File: src/rtl/packed_word_unpacker.sv
// Unpacks one NUM_WORDS x WORD_W packed vector into a word stream, word 0 first.
// A new vector can be taken on the last-word handshake, so back-to-back vectors stream without a gap.
module packed_word_unpacker #(
   parameter int WORD_W    = 32,
   parameter int NUM_WORDS = 6,
   parameter int IDX_W     = $clog2(NUM_WORDS)
) (
   input  logic                        clk,
   input  logic                        rst,
   input  logic                        in_valid,
   output logic                        in_ready,
   input  logic [WORD_W*NUM_WORDS-1:0] in_data,
   output logic                        out_valid,
   input  logic                        out_ready,
   output logic [WORD_W-1:0]           out_data,
   output logic [IDX_W-1:0]            out_idx,
   output logic                        out_last,
   output logic                        busy
);

   // Handshakes: a transfer happens on a rising edge where valid && ready;
   // the producer holds valid and data until that edge, and ready may depend
   // combinationally on the consumer's ready (in_ready follows out_ready in SEND).

   typedef enum logic {
      IDLE = 1'b0,
      SEND = 1'b1
   } state_t;

   localparam logic [IDX_W-1:0] LAST_IDX = IDX_W'(NUM_WORDS - 1);

   state_t                        state, state_next;
   logic [WORD_W*NUM_WORDS-1:0]   hold, hold_next;
   logic [IDX_W-1:0]              idx, idx_next;

   always_ff @(posedge clk) begin
      if (rst) begin
         state <= IDLE;
         hold  <= '0;
         idx   <= '0;
      end else begin
         state <= state_next;
         hold  <= hold_next;
         idx   <= idx_next;
      end
   end

   always_comb begin
      state_next = state;
      hold_next  = hold;
      idx_next   = idx;
      in_ready   = 1'b0;
      out_valid  = 1'b0;
      out_last   = 1'b0;
      busy       = 1'b0;
      out_data   = '0;
      case (state)
         IDLE: begin
            in_ready = !rst;
            if (in_valid && in_ready) begin
               hold_next  = in_data;
               idx_next   = '0;
               state_next = SEND;
            end
         end
         SEND: begin
            out_valid = 1'b1;
            busy      = 1'b1;
            out_last  = (idx == LAST_IDX);
            in_ready  = !rst && out_ready && out_last;
            // Word select is a plain mux on the held vector, so it is stable during a stall.
            for (int k = 0; k < NUM_WORDS; k++) begin
               if (idx == IDX_W'(k)) out_data = hold[k*WORD_W +: WORD_W];
            end
            if (out_ready) begin
               if (out_last) begin
                  idx_next = '0;
                  if (in_valid && in_ready) hold_next = in_data;
                  else                      state_next = IDLE;
               end else begin
                  idx_next = idx + IDX_W'(1);
               end
            end
         end
         default: state_next = IDLE;
      endcase
   end

   assign out_idx = idx;

endmodule

File: config.mk
export PLATFORM = sky130hd
export DESIGN_NAME = packed_word_unpacker
export DESIGN_NICKNAME = d
export VERILOG_FILES = /design/src/rtl/packed_word_unpacker.sv
export SDC_FILE = /design/constraint.sdc
export NUM_CORES = 1
export LEC_CHECK = 0
export CAP_MARGIN = 10
export CORE_AREA = 2 2 170 122
export CTS_CLUSTER_DIAMETER = 50
export DETAILED_ROUTE_END_ITERATION = 16
export DIE_AREA = 0 0 172 124
export PLACE_DENSITY_LB_ADDON = 0.15
export SYNTH_ARGS = -nofsm -noshare
export SYNTH_HDL_FRONTEND = slang
export SYNTH_SLANG_ARGS = --single-unit
File: constraint.sdc
create_clock -name clk -period 5.4 [get_ports clk]
set_input_delay 0.81 -clock clk [delete_from_list [all_inputs] [get_ports clk]]
set_output_delay 0.81 -clock clk [all_outputs]
set_load 0.05 [all_outputs]
Yosys cells after proc, flatten, opt, wreduce, memory -nomap -nowiden
Index checks and enable logic that the tools add are counted.
W data, S select, Z words.
- register bits after elaboration: 196
- output and inout port bits: 39
- word-level logic and storage cells: 46
- add/subtract/negate cells: 1
- equality and inequality tests: 9
- mux-type cells: 24
- bitwise operators: 1
- reduce and logical (&&, ||, !) cells: 8
- operators by type and width (kind ; count):
    $mux W192 ; 4
    $pmux W192 S2 ; 1
    $mux W32 ; 7
    $mux W3 ; 3
    $eq A3 B2 Y1 const B ; 2
    $eq A3 B3 Y1 const B ; 2
    $mux W1 ; 6
    $pmux W3 S2 ; 1
    $logic_and A1 B1 Y1 ; 4
    $ne A2 B1 Y1 const B ; 2
    $ne A2 B2 Y1 const B ; 2
    $pmux W1 S2 ; 2
    $reduce_and A4 Y1 ; 1
    $add A3 B1 Y3 const B ; 1
    $eq A3 B1 Y1 const B ; 1
    $logic_not A3 Y1 ; 1
    $reduce_and A2 Y1 ; 1
    $logic_not A1 Y1 ; 1
    $not A1 Y1 ; 1

Depth between registers and ports, before layout
- depth in word-level cells: 8
- gate-level depth with buffers: 12
- depth with buffers taken out: 6

Least setup slack after synthesis
OpenSTA, ideal clock, no wires.
- path type: reg-to-output
- from: register idx[0], in the netlist out_idx[0]
- to: output out_data[0]
- arrival time: 2.676 ns
- slack: 1.914 ns
- cell stages (with the launch flop): 12
- buffers on the path: 5
- cells stage by stage: dfxtp_1 buf_2 buf_2 and2_1 ha_1 clkbuf_1 or2_1 buf_2 buf_4 a21oi_1 a221o_1 a22o_1
- longest elaborated chain between the ends: 8
- elaborated cells on any way between the ends: 13
- those cells by class: 5 x eq/ne; 7 x mux; 1 x reduce/logical
- ends and longest elaborated chain (element ; RTL line ; source):
    start, declared ; 34 ; logic [IDX_W-1:0] idx, idx_next;
    start signal, assigned ; 44 ; idx <= idx_next;
    $logic_not A3 Y1 ; 73 ; if (idx == IDX_W'(k)) out_data = hold[k*WORD_W +: WORD_W];
    $mux W32 (5 in a row) ; 73 ;
    $mux W32 * ; 73 ;
    $mux W32 * ; 57 ; case (state)
    end, declared ; 15 ; output logic [WORD_W-1:0] out_data,
Every way passes the cells marked *; elsewhere a longest branch is shown, timed or not.

Worst setup path after layout
- from: register idx[1], in the netlist out_idx[1]
- to: output out_data[24]
The elaborated chain is that of the path after synthesis.

==> summary.txt <==
Worst-Margin Slew: 1103 ps
pre-CTS WS: 1602 ps
r2r endpoint: hold[122]$_SDFFE_PP0P_
CTS Buf Count: 17
fraction of layout cells with a size suffix above 1: 6.452%
drt first pass iters: 8
yosys warns: 0
Mean Syn Cell Area: 7.502 sq um
MaxCap Viol Count: 0
Nets: 1517
Hold Path Depth: 2
Multi-input gate area: 0.004282 sq mm
htree depth: 4
cts hold-fix bufs: 0
largest net degree at the start of global routing: 127
via/cell ratio: 5.296
Worst Skew: 15.94 ps
HP Class: reg2reg
antenna violations before repair: 3
setup repair after global routing missed its margin: false
Req. time, crit path: 4590 ps
R2R setup slack: 2390 ps
worst vdd ir: 0.2116 mV
Remaining DRCs: 0
clk_lat worst skew: 440 ps
minimum clock period: 4333 ps
DR vias: 8505
CTS sink cnt: 196
Routed Antenna Nets: 0
Worst Hold Launch: hold[5]$_SDFFE_PP0P_
first-pass GRT wire length: 40850 um
CP Class: reg2out
Max-slew headroom: 26.46%
Layout fillers: 1889
core footprint: 0.01958 sq mm
crit share post-route: 80.24%
vias in the first global route: 7801
die width: 172 um
Startpoint Class: flop
DP Wirelength: 18350 um
Synth top area share: 45.01%
clk buf depth: 2
Worst Slack Setup Final: 1067 ps
IO Count: 235
WL/cell: 17.18 um
Reg area: 0.003929 sq mm
initial drt markers: 666
Port Buffer Count: 234
Worst setup EP type: output pin
row cnt: 43
Hold Slack: 454.1 ps
syn_nets: 1359
Congestion Overflow GR: 0
CP Max Fanout: 72
Initial Utilization: 44.51%
worst r2r path cells: 5
crit path from: out_idx[1]$_SDFFE_PP0P_
Yosys cell types: 27
Slew Limit Fails: 0
CTS root buf: clkbuf_16
total track usage: 25.05%
CTS tree: yes
post-synthesis sequential area ratio: 45.01%
Netlist Area Pre-Place: 0.008717 sq mm
Setup Viol. Count Final: 0
crit path DAT: 3520 ps
leading area contributor after synthesis: dfxtp_1
Clock transition at path regs: 70 ps
top post-synthesis cells by area: dfxtp_1 (45%), nand2_1 (18%), a21oi_1 (15%)
Lkg Pwr: 4.445 nW
status: finished, final reports clean
final hold vios: 0
PD cells: 299.1 mW/mm^2
FF-to-FF Start: out_idx[1]$_SDFFE_PP0P_
FMAX: 230.8 MHz
flops & latches, synth: 196
Setup TNS Final: 0 ps
fin cells: 1606
PostCTS Resize Cnt: 0
Placed Instances: 1571
Layout area overhead: 32.58%
routability cong.: 0.9202
hold endpoint: hold[5]$_SDFFE_PP0P_
DIE HEIGHT: 124 um
total power: 3.457 mW
WL final: 27590 um
die area: 0.02133 sq mm
setup bufs post-CTS: 0
Cells after Synth: 1162
[logic make-up after synthesis]
logic type / share of synthesized area (%)
adders and majority gates: 0.1435
AOI/OAI and AO/OA: 22.43
muxes: 3.674
buffers and inverters: 6.057
and+or+nand+nor: 22.68
DFF: 45.01
[cell usage in the layout, fill, tap and decap left out, types with 2 or more instances in the layout]
master,instances
clkbuf_16,17
clkinv_4,4
nand2b_1,33
buf_12,2
a22o_1,32
mux2i_1,32
buf_4,41
bufinv_16,2
nand2_1,417
nor2_1,35
a21oi_1,262
dfxtp_1,194
a221o_1,32
inv_8,4
inv_6,3
clkdlybuf4s50_1,201
inv_2,3
diode_2,3
[power by group]
group          switching, mW  total, mW  internal, mW  leakage [nW]
logic                  0.290      0.546         0.256          2.54
registers             0.0541       1.58          1.53          1.61
clock network          0.622       1.33         0.707         0.299
total                  0.967       3.46          2.49          4.45
[cells in the mapped netlist]
cell and number:
nand2_1 417, a21oi_1 262, dfxtp_1 196, buf_2 56, clkbuf_1 38, nor2_1 36, nand2b_1 33, a221o_1 32
a22o_1 32, mux2i_1 32, buf_4 6, buf_1 3, buf_6 3, inv_2 3, a211oi_1 1, a21bo_2 1
a21boi_2 1, and2_1 1, ha_1 1, inv_1 1, nand4b_4 1, nor3_1 1, nor4_4 1, o21ai_1 1
o32a_1 1, or2_1 1, or4_1 1
[sequential cells by signal, summed over array words and instances, names as in the netlist]
signal   flops
hold       192
out_idx      3
state        1
[per-layer routing]
| metal | up-vias | routed length [um] | global-route usage, % | part of all wire (%) |
|---|---|---|---|---|
| met5 | - | 13 | 0 | 0.047 |
| met3 | 47 | 2286 | 7.118 | 8.3 |
| li1 | 4198 | - | - | - |
| met1 | 3930 | 11530 | 30.24 | 42 |
| met2 | 328 | 13000 | 42.57 | 47 |
| met4 | 2 | 760 | 9.664 | 2.8 |
[layout make-up]
class	instances	share of cell area [%]
multi-input cells	856	37.05
flip-flops and latches	196	33.99
diodes	3	0.06496
inverters	4	0.1299
repair buffers	245	20.52
well taps	270	2.923
clock inverters	15	1.646
clock buffers	17	3.681
[how the worst max path moves through the flow]
stage | end | slack, ps | depth (start not counted)
global placement | out_data[17] | 1620 | 9
floorplan | out_data[0] | 1910 | 11
CTS | out_data[31] | 1140 | 9
finish | out_data[24] | 1070 | 9
global route | out_data[17] | 930 | 9
detailed placement | out_data[31] | 1600 | 9
[per-stage QoR]
step | util (%) | area, sq um
global route | 58.98 | 11550
finish | 59.01 | 11560
floorplan | - | 8717
detailed placement | 55.83 | 10930
CTS | 58.98 | 11550
global placement | 55.83 | 10930
[worst max-delay path, cell delays in order (launching register included)]
cell and delay, ps:
dfxtp_4 960, and2_1 230, ha_1 140, buf_4 350, or2_1 160, buf_4 350, a21oi_1 110, a221o_1 340
a22o_1 210, buf_4 190
Note: power is estimated with default switching activity, not from simulation.
